$ cat src/rtl/rf_seq_pkg.sv
// Shared constants for the register-file sequencer: state encoding, opcode/op values,
// write-back select codes and the decode path classification.
package rf_seq_pkg;

    localparam int unsigned INSTR_W = 16;
    localparam int unsigned STATE_W = 3;

    localparam logic [STATE_W-1:0] S_WAIT   = 3'd0;
    localparam logic [STATE_W-1:0] S_DECODE = 3'd1;
    localparam logic [STATE_W-1:0] S_GET_A  = 3'd2;
    localparam logic [STATE_W-1:0] S_GET_B  = 3'd3;
    localparam logic [STATE_W-1:0] S_EXEC   = 3'd4;
    localparam logic [STATE_W-1:0] S_WR_IMM = 3'd5;
    localparam logic [STATE_W-1:0] S_WR_REG = 3'd6;
    localparam logic [STATE_W-1:0] S_HALT   = 3'd7;

    localparam logic [2:0] OPC_MOV = 3'b110;
    localparam logic [2:0] OPC_ALU = 3'b101;

    localparam logic [1:0] OP_ADD     = 2'b00;
    localparam logic [1:0] OP_CMP     = 2'b01;
    localparam logic [1:0] OP_AND     = 2'b10;
    localparam logic [1:0] OP_MVN     = 2'b11;
    localparam logic [1:0] OP_MOV_REG = 2'b00;
    localparam logic [1:0] OP_MOV_IMM = 2'b10;

    localparam logic VSEL_C   = 1'b0;
    localparam logic VSEL_IMM = 1'b1;

    // Which state follows DECODE for a legal instruction
    typedef enum logic [1:0] {
        PATH_NOP = 2'd0,
        PATH_IMM = 2'd1,
        PATH_A   = 2'd2,
        PATH_B   = 2'd3
    } path_e;

endpackage

$ cat src/rtl/rf_seq_idec.sv
// Combinational instruction decoder: field extraction, immediate sign extension and
// path classification for the sequencer FSM.
module rf_seq_idec
    import rf_seq_pkg::*;
#(
    parameter int unsigned DATA_W = 16
) (
    input  logic [INSTR_W-1:0] ir,
    output logic [2:0]         rn,
    output logic [2:0]         rd,
    output logic [2:0]         rm,
    output logic [1:0]         sh,
    output logic [1:0]         op,
    output logic [DATA_W-1:0]  sximm8,
    output logic [DATA_W-1:0]  sximm5,
    output path_e              path,
    output logic               legal,
    output logic               is_cmp,
    output logic               is_mov_reg
);

    logic [2:0] opcode;

    assign opcode = ir[15:13];
    assign op     = ir[12:11];
    assign rn     = ir[10:8];
    assign rd     = ir[7:5];
    assign sh     = ir[4:3];
    assign rm     = ir[2:0];

    assign sximm8 = DATA_W'($signed(ir[7:0]));
    assign sximm5 = DATA_W'($signed(ir[4:0]));

    always_comb begin
        path       = PATH_NOP;
        is_cmp     = 1'b0;
        is_mov_reg = 1'b0;
        case (opcode)
            OPC_MOV: begin
                if (op == OP_MOV_IMM) begin
                    path = PATH_IMM;
                end else if (op == OP_MOV_REG) begin
                    path       = PATH_B;
                    is_mov_reg = 1'b1;
                end
            end
            OPC_ALU: begin
                case (op)
                    OP_ADD, OP_AND: path = PATH_A;
                    OP_CMP: begin
                        path   = PATH_A;
                        is_cmp = 1'b1;
                    end
                    OP_MVN:  path = PATH_B;
                    default: path = PATH_NOP;
                endcase
            end
            default: path = PATH_NOP;
        endcase
    end

    assign legal = (path != PATH_NOP);

endmodule

$ cat src/rtl/rf_seq_ctrl.sv
// Multi-cycle register-file/datapath sequencer. Define RF_SEQ_ILLEGAL_TRAP_EN to send
// illegal encodings to a HALT state held until reset; otherwise they retire as NOPs.
module rf_seq_ctrl
    import rf_seq_pkg::*;
#(
    parameter int unsigned DATA_W = 16
) (
    input  logic               clk,
    input  logic               rst_n,
    input  logic               s,
    input  logic [INSTR_W-1:0] instr,
    output logic               w,
    output logic [2:0]         readnum,
    output logic [2:0]         writenum,
    output logic               write,
    output logic               loada,
    output logic               loadb,
    output logic               loadc,
    output logic               loads,
    output logic               asel,
    output logic               bsel,
    output logic               vsel,
    output logic [1:0]         shift,
    output logic [1:0]         aluop,
    output logic [DATA_W-1:0]  sximm8,
    output logic [DATA_W-1:0]  sximm5
);

    logic [STATE_W-1:0] state_q, state_d;
    logic [INSTR_W-1:0] ir_q, ir_d;

    logic [2:0] rn, rd, rm;
    logic [1:0] sh, op;
    path_e      path;
    logic       legal, is_cmp, is_mov_reg;

    rf_seq_idec #(.DATA_W(DATA_W)) u_idec (
        .ir         (ir_q),
        .rn         (rn),
        .rd         (rd),
        .rm         (rm),
        .sh         (sh),
        .op         (op),
        .sximm8     (sximm8),
        .sximm5     (sximm5),
        .path       (path),
        .legal      (legal),
        .is_cmp     (is_cmp),
        .is_mov_reg (is_mov_reg)
    );

    always_ff @(posedge clk or negedge rst_n) begin
        if (!rst_n) begin
            state_q <= S_WAIT;
            ir_q    <= '0;
        end else begin
            state_q <= state_d;
            ir_q    <= ir_d;
        end
    end

    // Next state; IR only loads on the accepting edge in WAIT
    always_comb begin
        state_d = state_q;
        ir_d    = ir_q;
        case (state_q)
            S_WAIT: begin
                if (s) begin
                    ir_d    = instr;
                    state_d = S_DECODE;
                end
            end
            S_DECODE: begin
                if (!legal) begin
`ifdef RF_SEQ_ILLEGAL_TRAP_EN
                    state_d = S_HALT;
`else
                    state_d = S_WAIT;
`endif
                end else begin
                    case (path)
                        PATH_IMM: state_d = S_WR_IMM;
                        PATH_A:   state_d = S_GET_A;
                        PATH_B:   state_d = S_GET_B;
                        default:  state_d = S_WAIT;
                    endcase
                end
            end
            S_GET_A:  state_d = S_GET_B;
            S_GET_B:  state_d = S_EXEC;
            S_EXEC:   state_d = is_cmp ? S_WAIT : S_WR_REG;
            S_WR_REG: state_d = S_WAIT;
            S_WR_IMM: state_d = S_WAIT;
`ifdef RF_SEQ_ILLEGAL_TRAP_EN
            S_HALT:   state_d = S_HALT;
`endif
            default:  state_d = S_WAIT;
        endcase
    end

    // Moore outputs from state and IR
    always_comb begin
        w        = 1'b0;
        readnum  = 3'd0;
        writenum = 3'd0;
        write    = 1'b0;
        loada    = 1'b0;
        loadb    = 1'b0;
        loadc    = 1'b0;
        loads    = 1'b0;
        asel     = 1'b0;
        bsel     = 1'b0;
        vsel     = VSEL_C;
        case (state_q)
            S_WAIT: w = 1'b1;
            S_GET_A: begin
                readnum = rn;
                loada   = 1'b1;
            end
            S_GET_B: begin
                readnum = rm;
                loadb   = 1'b1;
            end
            S_EXEC: begin
                asel = is_mov_reg;
                bsel = 1'b0;
                if (is_cmp) begin
                    loads = 1'b1;
                end else begin
                    loadc = 1'b1;
                end
            end
            S_WR_REG: begin
                writenum = rd;
                vsel     = VSEL_C;
                write    = 1'b1;
            end
            S_WR_IMM: begin
                writenum = rn;
                vsel     = VSEL_IMM;
                write    = 1'b1;
            end
            default: ;
        endcase
    end

    assign shift = sh;
    assign aluop = op;

endmodule

$ cat config.mk
export PLATFORM = sky130hd
export DESIGN_NAME = rf_seq_ctrl
export DESIGN_NICKNAME = d
export VERILOG_FILES = /design/src/rtl/rf_seq_pkg.sv /design/src/rtl/rf_seq_idec.sv /design/src/rtl/rf_seq_ctrl.sv
export SDC_FILE = /design/constraint.sdc
export NUM_CORES = 1
export LEC_CHECK = 0
export CAP_MARGIN = 20
export CORE_UTILIZATION = 40
export CTS_BUF_LIST = sky130_fd_sc_hd__clkbuf_16
export CTS_CLUSTER_SIZE = 24
export DETAILED_ROUTE_END_ITERATION = 10
export PLACE_DENSITY = 0.8
export SYNTH_ARGS = -nofsm -noshare
export SYNTH_HDL_FRONTEND = slang
export SYNTH_HIERARCHICAL = 1
export SYNTH_SLANG_ARGS = --single-unit
$ cat constraint.sdc
create_clock -name clk -period 2.01 [get_ports clk]
set_clock_uncertainty 0.15 [all_clocks]
set_input_delay 0.402 -clock clk [delete_from_list [all_inputs] [get_ports clk]]
set_output_delay 0.402 -clock clk [all_outputs]
set_load 0.05 [all_outputs]
==> results <==
-- synthesized netlist by cell type, drive strengths merged (2+ instances only) --
| cell type | instances | area, sq um |
|---|---|---|
| a211o | 2 | 17.5 |
| a21boi | 3 | 22.5 |
| a21oi | 3 | 15.0 |
| a22o | 3 | 26.3 |
| and2 | 3 | 18.8 |
| and3b | 2 | 17.5 |
| buf | 49 | 377 |
| clkbuf | 4 | 15.0 |
| dfrtp | 19 | 475 |
| inv | 3 | 11.3 |
| mux2 | 16 | 218 |
| nand2b | 2 | 12.5 |
| nand3b | 6 | 45.0 |
| nand4b | 2 | 17.5 |
| nor3 | 2 | 10.0 |
| nor3b | 2 | 15.0 |
| nor4b | 2 | 32.5 |
-- final timing paths --
path | end | slack, ns | startpoint
setup / recovery | asel | -0.02 | ir_q[11]
hold / removal | state_q[0] | 0.35 | rst_n
setup reg to reg | ir_q[10] | 0.06 | state_q[0]
hold reg to reg | ir_q[6] | 0.42 | ir_q[6]
max in group asynchronous | state_q[1] | 1.14 | rst_n
min in group clk | ir_q[6] | 0.42 | ir_q[6]
-- timing repair --
action                     4_1_cts  5_1_grt
pin swaps                        2        7
setup endpoints to repair       10       17
setup buffers                   10        9
gates resized for setup          9       10
-- logic make-up (layout without fill, tap and decap cells) --
| group | after synthesis | in the layout | share of synthesized area |
|---|---|---|---|
| AO/OA/AOI/OAI | 13 | 13 | 0.0676 |
| XOR/XNOR | 1 | 1 | 0.00622 |
| buffers and inverters | 56 | 102 | 0.286 |
| flip-flops | 19 | 19 | 0.338 |
| multiplexers | 16 | 16 | 0.155 |
| other | 1 | 1 | 0.00266 |
| AND/OR/NAND/NOR | 25 | 25 | 0.145 |
-- flip-flops by register name, indices dropped and copies added (netlist names) --
signal and cells:
ir_q 16, state_q 3
-- worst max-delay path: cells and delay by family, from the launching register on --
kind / cells / cell delay [ns]
buf+inv: 1 / 0.13
simple gates: 3 / 0.69
flops: 1 / 0.41
-- through the flow --
| step | setup slack, ns | cell area [sq um] | setup TNS (ns) | std cells | util |
|---|---|---|---|---|---|
| finish | -0.0233 | 2490 | -0.0334 | 223 | 0.741 |
| global route | -0.0292 | 2490 | -0.0522 | 223 | 0.741 |
| CTS | 0.00496 | 2370 | 0 | 214 | 0.706 |
| detailed placement | 0.0148 | 2190 | 0 | 200 | 0.651 |
| global placement | 0.0485 | 2190 | 0 | 200 | 0.651 |
| floorplan | -0.169 | 1450 | -0.354 | 131 | - |
-- routing by layer --
layer  wire, um  up-vias
met1       1470      559
met4         82        0
met3        251        8
met2       2140       64
li1           -      494
met5          0        -
-- final cells by class --
cell class	count	area, sq um	share of cell area
Sequential cell	19	479	0.192
Clock buffer	3	75.1	0.0301
Tap cell	46	57.6	0.0231
Timing Repair Buffer	95	1230	0.494
Clock inverter	1	3.75	0.00151
Inverter	3	11.3	0.00452
Multi-Input combinational cell	56	636	0.255
==> impl_metrics.toml <==
[run_status]
status = "finished, violations left"
violations = "negative setup slack"

[synthesis]
syn-num-nets = 150
synth_cells = 131
synth-seq-cells = 19
synth_area_sq_um = 1410
ys_seq_area_frac = 0.338
async_reset_ff_frac = 1.00
ys_warn_count = 6
synth_edf_count = 0
yosysUniqueCellTypes = 30
syn_area_per_cell_sq_um = 10.7
ys_dominant_reg_cell = "dfrtp_1"

[grt]
grt_pass1_wl_um = 5090
grt_use_met1 = 0.205
busiest_layer = "met2"
antenna_found_initial = 0
grt_max_degree = 20
grt_pass1_vias = 1029
met2_usage = 0.357
grt_usage = 0.197
grt.overflow.total = 0
met3_usage = 0.0483

[route]
via_count = 1125
drt_iter0_drc = 53
ant_nets = 0
first_pass_iters = 4
viasPerCell = 5.04
wl_per_cell_um = 17.7
drc_errors = 0
finalWirelength_um = 3940

[worst_setup_path]
worstRegToRegCells = 4
cp_slowest_cell = "or3b_4"
start_kind = "flip-flop"
crit_type = "reg2out"
cp_max_fo = 3
crit_chain = "or3b_4 -> nor2_1 -> and2_4 -> buf_12"
crit_arrival_ns = 1.48
cpPeakStageDelay_ns = 0.42
endpoint_kind = "output pin"
worstPathRequired_ns = 1.46

[timing]
finalSetupViolCount = 2
fmax_mhz = 492
maxSlewViolCount = 0
rsz0062_at_grt = "true"
worst_slack_ns = -0.0233
finalHoldWorstSlack_ns = 0.355
post-route-min-period_ns = 2.03
finalHoldViolCount = 0
fin_crit_sh = 1.01

[clock_network]
cts.sinks = 19
root_buffer = "clkbuf_16"
clockBufferDepth = 2
worstSkewPairLatency_ns = 0.26
ctsHoldBuffers = 0
htree_levels = 1
numCtsBuffers = 3
clkTransAtPathRegs_ns = 0.06
cts_tree = "yes"

[placement]
place_congestion = 0.692
io_buffers = 68
hpwl_um = 2500

[floorplanning]
pin_count = 70
dieArea_sq_um = 3760
die_h_um = 61.3
fp.dieW_um = 61.3
row_count = 21
coreArea_sq_um = 3360
start_util = 0.419

[final_layout]
insertedDiodeCount = 0
area_growth_pct = 77.2
drive_gt1_frac = 0.661
final_cell_mix = "buf_12 (37), buf_4 (37), clkdlybuf4s50_1 (18), dfrtp_1 (16), mux2_4 (10)"
fin_nets = 197
fillers = 212

[worst_hold_path]
hold_path_class = "in2async"

[run]
maxCapViolCount = 0
Power of run 1 is left out: the tool's default activity adds up to more than one toggle a clock period on the data nets, which glitch-free logic cannot reach.
